`config.mk`:
```
export PLATFORM = sky130hd
export DESIGN_NAME = exec_sequencer
export DESIGN_NICKNAME = d
export VERILOG_FILES = /design/src/rtl/exec_sequencer.sv
export SDC_FILE = /design/constraint.sdc
export NUM_CORES = 1
export LEC_CHECK = 0
export BUFFER_PORTS_ARGS = -buffer_cell sky130_fd_sc_hd__buf_2
export CAP_MARGIN = 10
export CORE_MARGIN = 2
export CORE_UTILIZATION = 32
export CTS_BUF_LIST = sky130_fd_sc_hd__clkbuf_4 sky130_fd_sc_hd__clkbuf_8
export CTS_CLUSTER_DIAMETER = 100
export DETAILED_ROUTE_END_ITERATION = 6
export PLACE_DENSITY = 0.6
export SETUP_SLACK_MARGIN = 0.3
export SYNTH_ARGS = -nofsm -noshare
export SYNTH_HDL_FRONTEND = slang
export SYNTH_SLANG_ARGS = --single-unit
```
`constraint.sdc`:
```
create_clock -name Clk -period 2.5 [get_ports Clk]
set_clock_uncertainty 0.1 [all_clocks]
set_input_delay 0.125 -clock Clk [delete_from_list [all_inputs] [get_ports Clk]]
set_output_delay 0.125 -clock Clk [all_outputs]
set_load 0.05 [all_outputs]
```
`src/rtl/exec_sequencer.sv`:
```
// Multi-cycle execution sequencer for the 9-bit core: Start/Ack program handshake,
// gating of decoder write/branch enables, load/store stretching and a cycle counter.
module exec_sequencer #(
    parameter int MEM_LAT = 2,
    parameter int CNT_W   = 16
) (
    input  logic             Clk,
    input  logic             Reset,
    input  logic             Start,
    input  logic             Halt,
    input  logic             BranchEn,
    input  logic             Taken,
    input  logic             RegWriteEn,
    input  logic             MemWriteEn,
    input  logic             MemReadEn,
    output logic             PCInit,
    output logic             PCEn,
    output logic             PCLoad,
    output logic             RegWriteGate,
    output logic             MemWriteGate,
    output logic             Ack,
    output logic             Busy,
    output logic [CNT_W-1:0] CycleCount
);

    // state     | meaning
    // S_IDLE    | waiting for Start, everything off
    // S_INIT    | one cycle: load PC with program start, counter restarts at 1
    // S_RUN     | executing one instruction per cycle
    // S_MEMWAIT | load/store in flight, PC frozen until WaitCnt reaches 1
    // S_DONE    | program finished, Ack held until the next Start
    typedef enum logic [2:0] {
        S_IDLE    = 3'd0,
        S_INIT    = 3'd1,
        S_RUN     = 3'd2,
        S_MEMWAIT = 3'd3,
        S_DONE    = 3'd4
    } state_t;

    localparam logic [3:0] LP_WAIT_LOAD = 4'(MEM_LAT - 1);
    localparam logic       LP_STRETCH   = (MEM_LAT > 1);

    state_t           r_state;
    logic [3:0]       r_wait_cnt;
    logic [CNT_W-1:0] r_cycle_cnt;

    logic             w_memop;
    logic             w_run_stall;
    logic             w_wait_last;
    logic [CNT_W-1:0] w_cnt_next;

    logic w_pcinit;
    logic w_pcen;
    logic w_pcload;
    logic w_regw_gate;
    logic w_memw_gate;
    logic w_ack;
    logic w_busy;

    assign w_memop     = MemReadEn | MemWriteEn;
    assign w_run_stall = Halt | (w_memop & LP_STRETCH);
    assign w_wait_last = (r_wait_cnt <= 4'd1);
    assign w_cnt_next  = (&r_cycle_cnt) ? r_cycle_cnt : r_cycle_cnt + CNT_W'(1);

    always_ff @(posedge Clk) begin
        if (Reset) begin
            r_state     <= S_IDLE;
            r_wait_cnt  <= '0;
            r_cycle_cnt <= '0;
        end else begin
            case (r_state)
                S_IDLE: begin
                    if (Start) r_state <= S_INIT;
                end
                S_INIT: begin
                    r_cycle_cnt <= CNT_W'(1);
                    r_state     <= S_RUN;
                end
                S_RUN: begin
                    r_cycle_cnt <= w_cnt_next;
                    if (Halt) begin
                        r_state <= S_DONE;
                    end else if (w_memop && LP_STRETCH) begin
                        r_wait_cnt <= LP_WAIT_LOAD;
                        r_state    <= S_MEMWAIT;
                    end
                end
                S_MEMWAIT: begin
                    r_cycle_cnt <= w_cnt_next;
                    if (w_wait_last) begin
                        r_wait_cnt <= '0;
                        r_state    <= S_RUN;
                    end else begin
                        r_wait_cnt <= r_wait_cnt - 4'd1;
                    end
                end
                S_DONE: begin
                    if (Start) r_state <= S_INIT;
                end
                default: begin
                    r_wait_cnt <= '0;
                    r_state    <= S_IDLE;
                end
            endcase
        end
    end

    // Mealy decode: gates follow the decoder inputs in the same cycle.
    always_comb begin
        w_pcinit    = 1'b0;
        w_pcen      = 1'b0;
        w_pcload    = 1'b0;
        w_regw_gate = 1'b0;
        w_memw_gate = 1'b0;
        w_ack       = 1'b0;
        w_busy      = 1'b0;
        case (r_state)
            S_INIT: begin
                w_pcinit = 1'b1;
                w_busy   = 1'b1;
            end
            S_RUN: begin
                w_busy = 1'b1;
                if (!w_run_stall) begin
                    w_pcen      = 1'b1;
                    w_pcload    = BranchEn & Taken;
                    w_regw_gate = RegWriteEn & ~BranchEn & ~MemWriteEn;
                    w_memw_gate = MemWriteEn;
                end
            end
            S_MEMWAIT: begin
                w_busy = 1'b1;
                if (w_wait_last) begin
                    w_pcen      = 1'b1;
                    w_pcload    = BranchEn & Taken;
                    w_regw_gate = MemReadEn & RegWriteEn;
                    w_memw_gate = MemWriteEn;
                end
            end
            S_DONE: begin
                w_ack = 1'b1;
            end
            default: begin
                w_busy = 1'b0;
            end
        endcase
    end

    // Reset masks every output immediately so a pending store can never escape.
    assign PCInit       = ~Reset & w_pcinit;
    assign PCEn         = ~Reset & w_pcen;
    assign PCLoad       = ~Reset & w_pcload;
    assign RegWriteGate = ~Reset & w_regw_gate;
    assign MemWriteGate = ~Reset & w_memw_gate;
    assign Ack          = ~Reset & w_ack;
    assign Busy         = ~Reset & w_busy;
    assign CycleCount   = Reset ? '0 : r_cycle_cnt;

endmodule
```
Word-level counts from Yosys, hierarchy flattened

Index checks and enable logic that the tools add are counted.

Magnitude comparators: 1
Reduce and logical (&&, ||, !) cells: 10
Bitwise gates (word level): 17
Add/sub/neg operators: 2
Multiplexer cells: 27
Eq/ne operators: 10

Operators by type and width:

| cell                  | count |
|---|---|
| $mux 16               | 2 |
| $pmux 16 s2           | 1 |
| $add 16x1->16 const B | 1 |
| $reduce_and 16->1     | 1 |
| $mux 3                | 4 |
| $mux 4                | 3 |
| $pmux 3 s4            | 1 |
| $pmux 4 s3            | 1 |
| $and 1x1->1           | 11 |
| $mux 1                | 11 |
| $ne 2x2->1 const B    | 4 |
| $pmux 1 s2            | 4 |
| $eq 3x2->1 const B    | 2 |
| $reduce_and 3->1      | 2 |
| $reduce_or 3->1       | 2 |
| $le 4x1->1 const B    | 1 |
| $not 1->1             | 4 |
| $reduce_or 2->1       | 2 |
| $sub 4x1->4 const B   | 1 |
| $eq 3x1->1 const B    | 1 |
| $eq 3x3->1 const B    | 1 |
| $logic_not 3->1       | 1 |
| $ne 3x3->1 const B    | 1 |
| $ne 2x1->1 const B    | 1 |
| other kinds (3)       | 4 |

Logic and storage cells: 70
Flip-flop bits (word level): 23
Input bits: 9
Output and inout bits: 23

Logic depth before layout (Yosys ltp)

Word-level depth: 6
Depth in mapped cells: 7
Gate-level depth less buffers: 7

Worst setup path after synthesis

Ideal clock, no wire load.

Kind: register -> output
Start: register r_wait_cnt[0]
End: output port PCLoad
Path slack: -253 ps
Data required time: 2,275 ps
Arrival: 2,528 ps
Stages on the path, launching flop included: 8
Path buffers: 0
Path through: dfxtp_1 > inv_1 > ha_1 > nor2_1 > nor3_1 > nand3_1 > a21oi_1 > and4_1

Word-level cells in the longest chain between the ends: 4

RTL lines:

| element                | line | source |
|---|---|---|
| from (decl)            | 44   | `logic [3:0] r_wait_cnt;` |
| from (signal assigned) | 94   | `r_wait_cnt <= r_wait_cnt - 4'd1;` |
| $le 4x1->1             | 62   | `assign w_wait_last = (r_wait_cnt <= 4'd1);` |
| $mux 1                 | 133  | `if (w_wait_last) begin` |
| $pmux 1 s2             | 117  | `case (r_state)` |
| $and 1x1->1            | 152  | `assign PCLoad = ~Reset & w_pcload;` |
| to (decl)              | 18   | `output logic PCLoad,` |

Every way passes these cells.

Final worst setup path

Start: register r_state[1]
End: output port PCLoad

Word-level cells in the longest chain between the ends: 3
Elaborated cells on any way between the ends: 4
Those cells by class: eq/ne: 2; mux: 1; bitwise: 1

RTL lines:

| element                | line | source |
|---|---|---|
| from (decl)            | 43   | `state_t r_state;` |
| from (signal assigned) | 67   | `r_state <= S_IDLE;` |
| from (signal assigned) | 73   | `if (Start) r_state <= S_INIT;` |
| from (signal assigned) | 77   | `r_state <= S_RUN;` |
| $eq 3x2->1             | 117  |  |
| $pmux 1 s2 *           | 117  |  |
| $and 1x1->1 *          | 152  |  |

Mark *: on every way between the ends. The rest lies on a longest branch, timed or not.

==> results.ini <==
[critical_path]
cp-end-kind=output pin
required_ns=2.28
r2r-start=r_cycle_cnt[0]$_SDFFE_PP0P_
worst_r2r_path_depth=5
arrival_ns=1.84
cp_cell_sequence=nor2b_1 -> nand3_1 -> a21oi_2 -> and4_1 -> clkbuf_4
r2r_setup_slack_ns=0.52
criticalPathCategory=reg -> out
slowest_stage=dfxtp_1
cp_top_family=simple AND/OR/NAND/NOR gates
cp_num_buf_inv=1
rr_endpoint=r_cycle_cnt[0]$_SDFFE_PP0P_
cpPeakStageDelay_ns=0.51
cp_max_fo=10
cp-start-kind=flip-flop

[die]
core-area_sq_um=4320
num_rows=24
start_util_pct=32.8
io-pin-count=32
die_x_microns=70.6
die_area_sq_um=4980
die_y_microns=70.6

[hold_path]
hp-start=Start
hold_class=in -> reg
min_to=r_state[2]$_SDFFE_PP0P_
whs_path_depth=4

[pwr]
ir_drop_v=0.000241
p_leak_nw=0.669
power_density_nw_per_um2=430

[clocking]
path_clk_slew_ns=0.09
cts_tree=yes
clock_sinks=23
htreeDepth=1
cts_hold_buffers=0
cts_buffer_depth=2
cts-buffers-inserted=3
root_buffer=clkbuf_8
clkLatencyLatePin_ns=0.27

[cells_and_area]
areaGrowthSynthToFinish_pct=18.8
diodes=0
fin_util_pct=38.9
final_net_count=231
layout-drive-gt1-share_pct=23.4

[logic_synthesis]
synth_edf_count=0
synthTopCellsByArea=dfxtp_1 32%, nor2b_1 7.1%, nor2_1 6.1%
ys_seq_area_share_pct=32.5
async_reset_ff_share_pct=0
yosysTopAreaCell=dfxtp_1
synth_top_area_share_pct=32.5
avgSynthCellArea_sq_um=7.42
netlist_area_sq_um=1420
netlist_top_cells_count=23 x dfxtp_1, 23 x nor2_1, 16 x nor2b_1, 14 x a21oi_1, 14 x nand2_1
yosysWarnings=0
synth_cell_types=43
syn_nets=203
ys_seq_elements=23
synth_cells=191
ys.flop_type=dfxtp_1

[timing]
fin_crit_sh_pct=82.8
tns_ns=0
rsz0062_at_grt=yes
slew_violations=0
slew_headroom_pct=64.4
period_minus_slack_ns=2.07
fmax_mhz=483
worst_slack_ns=0.431
hold_violations=0
setup_viol=0
tightest_slew_ns=0.534

[grt]
grt_pass1_vias=1231
antenna_found_initial=0
grt_overflow=0
grt_start_max_net_pins=29
grt_usage_pct=14.0
grt_pass1_wl_mm=5.76

[placed_design]
post-dp-hpwl_mm=2.50
port_buffers=31
gp_congestion=0.838
dp_slack_ns=0.490

[detailed_routing]
first_iter_violations=139
dr.pass1.iters=4
vias=1430
drc=0
wl_mm=3.52
ant_nets=0
wl_per_cell_microns=13.0
viasPerCell=5.30

[job]
drv_cap=0

[outcome]
outcome=finished clean

==> per-layer routing <==
metal / wire length, microns / global-route usage, % / vias up
met2: 1520 / 21.0 / 40
met1: 1800 / 20.8 / 636
li1: - / - / 750
met5: 0 / 0 / -
met4: 52 / 5.03 / 0
met3: 148 / 1.85 / 4
==> area by class of cell <==
type                       count  area [sq um]
fill                         485          2640
multi-input combinational    150           896
sequential                    23           460
timing repair buffer          36           198
tap                           52          65.1
clock buffer                   3          41.3
inverter                       5          18.8
clock inverter                 1          5.00
==> worst register-to-register path, stage by stage, from the launching register on <==
cell and delay (ns):
dfxtp_1 0.45, ha_1 0.22, nand3_1 0.22, nor4_4 0.36
nand2_1 0.26, a311oi_1 0.29
==> logic make-up after synthesis <==
group / after synthesis / synth area share [%]
buf+inv: 18 / 5.65
compound gates: 52 / 22.3
xor+xnor: 1 / 0.618
fa+ha+maj: 3 / 2.65
simple gates: 93 / 35.6
mux: 1 / 0.706
flops: 23 / 32.5
==> registers in the layout, indices dropped and copies added (netlist names) <==
name	count
r_cycle_cnt	16
r_state	3
r_wait_cnt	4
==> cell usage in the layout, fill, tap and decap left out, drive strengths merged, types with 2 or more instances in the layout <==
| master | n |
|---|---|
| a21oi | 14 |
| a22oi | 3 |
| a311oi | 3 |
| a31oi | 10 |
| and3 | 3 |
| and4 | 2 |
| buf | 34 |
| clkbuf | 5 |
| dfxtp | 23 |
| ha | 3 |
| inv | 5 |
| nand2 | 14 |
| nand3 | 9 |
| nand4 | 3 |
| nor2 | 23 |
| nor2b | 16 |
| nor3 | 11 |
| nor4 | 3 |
| nor4b | 2 |
| o21ai | 13 |
| o22ai | 2 |
| or3 | 2 |
==> how the worst max path moves through the flow <==
| stage | from | endpoint | slack (ns) | cells after the start |
|---|---|---|---|---|
| 2_1_floorplan | r_wait_cnt[0]$_SDFFE_PP0P_ | PCLoad | 0.07 | 7 |
| 3_3_place_gp | r_cycle_cnt[0]$_SDFFE_PP0P_ | r_cycle_cnt[10]$_SDFFE_PP0P_ | 0.51 | 6 |
| 3_5_place_dp | r_cycle_cnt[0]$_SDFFE_PP0P_ | r_cycle_cnt[13]$_SDFFE_PP0P_ | 0.49 | 6 |
| 4_1_cts | r_wait_cnt[0]$_SDFFE_PP0P_ | PCLoad | 0.34 | 8 |
| 5_1_grt | r_wait_cnt[0]$_SDFFE_PP0P_ | PCLoad | 0.26 | 8 |
| 6_report | r_state[1]$_SDFFE_PP0P_ | PCLoad | 0.43 | 5 |
==> repair_timing <==
action,CTS,global route
gates resized for setup,0,5
buffers inserted,0,0
endpoints found under the setup margin,0,5
hold endpoints to repair,0,0
==> per-stage QoR <==
step | cells | hold WS [ns] | power [W] | cell area, sq um
6_report | 270 | 0.118 | 0.000724 | 1680
5_1_grt | 270 | 0.157 | 0.000760 | 1680
3_5_place_dp | 266 | 0.392 | 0.000495 | 1620
3_3_place_gp | 266 | 0.395 | 0.000495 | 1620
4_1_cts | 270 | 0.114 | 0.000729 | 1670
2_1_floorplan | 191 | 0.222 | 0.000469 | 1430
==> where the power goes <==
part           total (W)  internal [W]  switching, W
Clock           0.000236      0.000111      0.000124
Combinational   0.000105     0.0000336     0.0000712
Sequential      0.000383      0.000371     0.0000121
Note: power is estimated with default switching activity, not from simulation.
